File: src/rtl/parallel_to_serial_if.sv
// Word-in / byte-out handshake bundle for parallel_to_serial.
//   rx_valid, rx_bytes, rx_ready : upstream word handshake (N-bit word)
//   tx_byte, tx_valid, tx_ready  : downstream byte handshake toward the UART transmitter
//   done                         : one-cycle pulse after the last byte of a word is accepted
// master: the surroundings (word producer and byte consumer); slave: the converter itself.
interface parallel_to_serial_if #(
  parameter int unsigned N = 32
);
  logic         rx_valid;
  logic [N-1:0] rx_bytes;
  logic         rx_ready;
  logic [7:0]   tx_byte;
  logic         tx_valid;
  logic         tx_ready;
  logic         done;

  modport master (
    output rx_valid, rx_bytes, tx_ready,
    input  rx_ready, tx_byte, tx_valid, done
  );

  modport slave (
    input  rx_valid, rx_bytes, tx_ready,
    output rx_ready, tx_byte, tx_valid, done
  );
endinterface

File: src/rtl/parallel_to_serial.sv
// Splits an N-bit word into bytes, most significant byte first, for the UART transmitter.
// An optional idle gap of GAP cycles follows every accepted byte except the last.
//   iCE_CLK : system clock, rising edge
//   rst_n   : asynchronous active-low reset
//   bus     : parallel_to_serial_if slave (word in, byte out, done pulse)
module parallel_to_serial #(
  parameter int unsigned N         = 32,
  parameter int unsigned Ndiv4log2 = 3,
  parameter int unsigned GAP       = 0
) (
  input logic                  iCE_CLK,
  input logic                  rst_n,
  parallel_to_serial_if.slave  bus
);

  localparam int unsigned NumBytes = N / 8;
  localparam int unsigned GapW     = (GAP > 0) ? $clog2(GAP + 1) : 1;

  localparam logic [1:0] StIdle = 2'd0;
  localparam logic [1:0] StSend = 2'd1;
  localparam logic [1:0] StGap  = 2'd2;

  localparam logic [Ndiv4log2-1:0] LastByte = Ndiv4log2'(NumBytes - 1);
  // Counts GAP-1 down to 0, so the gap state lasts exactly GAP cycles.
  localparam logic [GapW-1:0]      GapLoad  = GapW'((GAP > 0) ? GAP - 1 : 0);

  logic [1:0]           state_q, state_d;
  logic [N-1:0]         shreg_q, shreg_d;
  logic [Ndiv4log2-1:0] byte_cnt_q, byte_cnt_d;
  logic [GapW-1:0]      gap_cnt_q, gap_cnt_d;
  logic                 done_q, done_d;

  always_comb begin
    state_d    = state_q;
    shreg_d    = shreg_q;
    byte_cnt_d = byte_cnt_q;
    gap_cnt_d  = gap_cnt_q;
    done_d     = 1'b0;
    case (state_q)
      StIdle: begin
        if (bus.rx_valid) begin
          shreg_d    = bus.rx_bytes;
          byte_cnt_d = '0;
          state_d    = StSend;
        end
      end
      StSend: begin
        if (bus.tx_ready) begin
          shreg_d = shreg_q << 8;
          if (byte_cnt_q == LastByte) begin
            // Wrap rather than increment so the counter never exceeds the last index.
            byte_cnt_d = '0;
            state_d    = StIdle;
            done_d     = 1'b1;
          end else begin
            byte_cnt_d = byte_cnt_q + Ndiv4log2'(1);
            if (GAP > 0) begin
              gap_cnt_d = GapLoad;
              state_d   = StGap;
            end
          end
        end
      end
      StGap: begin
        if (gap_cnt_q == '0) begin
          state_d = StSend;
        end else begin
          gap_cnt_d = gap_cnt_q - GapW'(1);
        end
      end
      default: state_d = StIdle;
    endcase
  end

  always_ff @(posedge iCE_CLK or negedge rst_n) begin
    if (!rst_n) begin
      state_q    <= StIdle;
      shreg_q    <= '0;
      byte_cnt_q <= '0;
      gap_cnt_q  <= '0;
      done_q     <= 1'b0;
    end else begin
      state_q    <= state_d;
      shreg_q    <= shreg_d;
      byte_cnt_q <= byte_cnt_d;
      gap_cnt_q  <= gap_cnt_d;
      done_q     <= done_d;
    end
  end

  assign bus.rx_ready = (state_q == StIdle);
  assign bus.tx_valid = (state_q == StSend);
  // Zero after reset and after the last byte shifts out; only meaningful while tx_valid.
  assign bus.tx_byte  = shreg_q[N-1 -: 8];
  assign bus.done     = done_q;

endmodule

File: src/flat_wrapper.sv
// flat-port wrapper written by rule: the top's interface ports become plain ports
module parallel_to_serial_flat 
#(
  parameter int unsigned N         = 32,
  parameter int unsigned Ndiv4log2 = 3,
  parameter int unsigned GAP       = 0
)
  (iCE_CLK, rst_n, bus_rx_valid, bus_rx_bytes, bus_tx_ready, bus_rx_ready, bus_tx_byte, bus_tx_valid, bus_done);
  parallel_to_serial_if #(.N(N)) bus_i ();
  input logic iCE_CLK;
  input logic rst_n;
  input wire logic [$bits(bus_i.rx_valid)-1:0] bus_rx_valid;
  input wire logic [$bits(bus_i.rx_bytes)-1:0] bus_rx_bytes;
  input wire logic [$bits(bus_i.tx_ready)-1:0] bus_tx_ready;
  output wire logic [$bits(bus_i.rx_ready)-1:0] bus_rx_ready;
  output wire logic [$bits(bus_i.tx_byte)-1:0] bus_tx_byte;
  output wire logic [$bits(bus_i.tx_valid)-1:0] bus_tx_valid;
  output wire logic [$bits(bus_i.done)-1:0] bus_done;
  assign bus_i.rx_valid = bus_rx_valid;
  assign bus_i.rx_bytes = bus_rx_bytes;
  assign bus_i.tx_ready = bus_tx_ready;
  assign bus_rx_ready = bus_i.rx_ready;
  assign bus_tx_byte = bus_i.tx_byte;
  assign bus_tx_valid = bus_i.tx_valid;
  assign bus_done = bus_i.done;
  parallel_to_serial #(.N(N), .Ndiv4log2(Ndiv4log2), .GAP(GAP)) u_core (.iCE_CLK(iCE_CLK), .rst_n(rst_n), .bus(bus_i));
endmodule
File: config.mk
export PLATFORM = sky130hd
export DESIGN_NAME = parallel_to_serial_flat
export DESIGN_NICKNAME = d
export VERILOG_FILES = /design/src/rtl/parallel_to_serial_if.sv /design/src/rtl/parallel_to_serial.sv /design/src/flat_wrapper.sv
export SDC_FILE = /design/constraint.sdc
export NUM_CORES = 1
export LEC_CHECK = 0
export ABC_AREA = 0
export CAP_MARGIN = 20
export CORE_MARGIN = 4
export CORE_UTILIZATION = 35
export DETAILED_ROUTE_END_ITERATION = 6
export PLACE_DENSITY = 0.66
export SYNTH_ARGS = -nofsm -noshare
export SYNTH_HDL_FRONTEND = slang
export SYNTH_SLANG_ARGS = --single-unit
File: constraint.sdc
create_clock -name iCE_CLK -period 2.4 [get_ports iCE_CLK]
set_input_delay 0.6 -clock iCE_CLK [delete_from_list [all_inputs] [get_ports iCE_CLK]]
set_output_delay 0.6 -clock iCE_CLK [all_outputs]
set_load 0.05 [all_outputs]
==> results.sh <==
export IMPL_status="finished clean"
export IMPL_finalSetupViolations=0
export IMPL_critPathArrivalTime_ns=1.43
export IMPL_detail_route_antenna_nets=0
export IMPL_cts_tree="built"
export IMPL_gr_total_overflow=0
export IMPL_rsz0062_at_grt="false"
export IMPL_crit_path_end_kind="output port"
export IMPL_tns_ns=0
export IMPL_drt_iter0_markers=60
export IMPL_wl_um=3500
export IMPL_vias_per_cell=4.54
export IMPL_cts_clk_slew_worst_paths_ns=0.07
export IMPL_hold_slack_ns=0.403
export IMPL_final_layout_size_suffix_gt1_frac=0.0628
export IMPL_start_kind="flip-flop"
export IMPL_synth_area_top_cells="dfrtp_1 (53%), mux2i_1 (14%), nand2_1 (7.5%), o21ai_0 (6.3%), buf_4 (4.3%)"
export IMPL_slowest_stage="clkdlybuf4s50_1"
export IMPL_diodes=0
export IMPL_maxSlewHeadroom=0.455
export IMPL_first_global_vias=1261
export IMPL_syn_inst=168
export IMPL_fin_crit_ns=2.03
export IMPL_syn_area_um2=1750
export IMPL_muxShareOfSynthArea=0.150
export IMPL_grt_pass1_wl_um=5930
export IMPL_synth_compound_area_frac=0.138
export IMPL_numCtsBuffers=5
export IMPL_initial_utilization=0.365
export IMPL_n_fill_cell=464
export IMPL_cts_setup_buffers=0
export IMPL_ir_worst_vdd_mv=0.352
export IMPL_synth_seq_area_share=0.530
export IMPL_hold_buffers=0
export IMPL_drv_cap=0
export IMPL_wl_per_cell_um=12.8
export IMPL_syn_nets=205
export IMPL_seq_area_um2=926
export IMPL_yosys_area_top_type="dfrtp_1"
export IMPL_ys_warn_count=0
export IMPL_period_share=0.847
export IMPL_insertion_delay_ns=0.29
export IMPL_critPathTopFamily="buffers and inverters"
export IMPL_io_buffer_count=46
export IMPL_worst_clock_skew_ns=0.00461
export IMPL_die_y_um=78.6
export IMPL_drc_errors=0
export IMPL_drt_pass1_iter_count=2
export IMPL_synth_xor_area_frac=0
export IMPL_powerDensity_nw_per_um2=1050
export IMPL_grt_max_degree=51
export IMPL_num_rows=25
export IMPL_antenna_found_initial=0
export IMPL_synth_adder_area_share=0.00716
export IMPL_synth_top_cell_area_share=0.530
export IMPL_total_power_w=0.00239
export IMPL_tightest_slew_ns=0.818
export IMPL_clock_root_buffer="clkbuf_8"
export IMPL_num_nets_final=243
export IMPL_multiInputGateArea_um2=681
export IMPL_ios=47
export IMPL_clock_path_buffers=2
export IMPL_drv_slew=0
export IMPL_path_max_fanout=2
export IMPL_syn_area_per_cell_um2=10.4
export IMPL_core_area_um2=4790
export IMPL_syn_to_final_growth_pct=30.7
export IMPL_cts_htree_levels=2
export IMPL_cts_resized=0
export IMPL_gp_congestion=0.746
export IMPL_yosys_area_share_simple=0.0946
export IMPL_crit_required_ns=1.80
export IMPL_hold_viol_final=0
export IMPL_numClockSinks=37
export IMPL_fmax_mhz=492
export IMPL_die_area_um2=6190
export IMPL_min_path_type="primary input to async pin"
export IMPL_vias=1244
export IMPL_p_leak_nw=1.07
export IMPL_chipWidth_um=78.6
export IMPL_crit_chain="clkdlybuf4s50_1"
export IMPL_synth_top_family_by_area="multiplexers"
export IMPL_yosysUniqueCellTypes=19
export IMPL_slowest_delay_ns=0.80
export IMPL_critical_path_buf_inv_count=1
export IMPL_hpwl_um=2390
export IMPL_grt_use_total=0.124
export IMPL_critPathKind="flip-flop to output port"
export IMPL_ys_seq_elements=37
==> area by class of cell <==
type	instances	share of cell area
inverter	2	0.00329
tap	67	0.0367
clock buffer	8	0.0351
timing repair buffer	50	0.221
multi-input combinational	110	0.298
sequential	37	0.405
==> registers in the layout, summed over array words and instances, names as in the netlist <==
name / count
u_core.byte_cnt_q: 3
u_core.bus.done: 1
u_core.state_q: 1
u_core.shreg_q: 32
==> placed cells by master, fill, tap and decap left out <==
cell type / Yosys / routed
mux2i_4: 1 / 1
clkdlybuf4s50_1: 0 / 43
buf_2: 5 / 1
mux2i_1: 24 / 24
ha_1: 1 / 1
clkbuf_1: 0 / 3
o21ai_1: 4 / 4
o22ai_1: 8 / 8
o21ai_0: 22 / 22
clkbuf_8: 0 / 5
nor2_1: 3 / 3
dfrtp_1: 37 / 37
and3_1: 1 / 1
clkinv_1: 1 / 1
nand2b_1: 1 / 1
buf_4: 10 / 4
a21boi_0: 8 / 8
buf_12: 0 / 2
inv_1: 1 / 1
nand3_1: 2 / 2
nand2_1: 35 / 35
==> per-stage QoR <==
stage          utilization  area [um^2]  worst slack, ns  cells
2_1_floorplan            -         1750            0.544    168
3_3_place_gp         0.460         2200            0.618    266
3_5_place_dp         0.460         2200            0.604    266
4_1_cts              0.477         2280            0.343    274
5_1_grt              0.477         2280            0.305    274
6_report             0.477         2280            0.367    274
==> logic make-up (layout without fill, tap and decap cells) <==
group,count (synthesis),count (layout)
AOI/OAI and AO/OA,42,42
adders and majority gates,1,1
buffers and inverters,21,60
DFF,37,37
muxes,25,25
and+or+nand+nor,42,42
==> worst paths after layout <==
check,from,endpoint,slack [ns],cells past startpoint
setup / recovery,u_core.shreg_q[26]$_DFFE_PN0P_,bus_tx_byte[2],0.37,1
hold / removal,rst_n,u_core.shreg_q[6]$_DFFE_PN0P_,0.40,1
setup reg to reg,u_core.state_q[0]$_DFFE_PN0P_,u_core.shreg_q[13]$_DFFE_PN0P_,0.76,4
hold reg to reg,u_core.byte_cnt_q[2]$_DFFE_PN0P_,u_core.bus.done$_DFF_PN0_,0.45,1
max in group asynchronous,rst_n,u_core.shreg_q[19]$_DFFE_PN0P_,1.48,1
min in group iCE_CLK,u_core.byte_cnt_q[2]$_DFFE_PN0P_,u_core.bus.done$_DFF_PN0_,0.45,1
==> where the power goes <==
part	switching, W	internal (W)
combinational	0.000606	0.000408
clock	0.000210	0.000206
sequential	0.000111	0.000849
==> cells in the mapped netlist, drive strengths merged <==
cell type	instances
dfrtp	37
nand2	35
o21ai	26
mux2i	25
buf	17
a21boi	8
o22ai	8
nor2	3
clkbuf	2
nand3	2
and3	1
clkinv	1
ha	1
inv	1
nand2b	1
==> per-layer routing <==
layer	wire [um]	share of wire	global-route usage
met4	53	0.015	0.0472
met1	1690	0.48	0.164
met3	251	0.072	0.0516
met5	0	0	0
met2	1510	0.43	0.178
No activity file was read; power rests on OpenSTA's default activity.
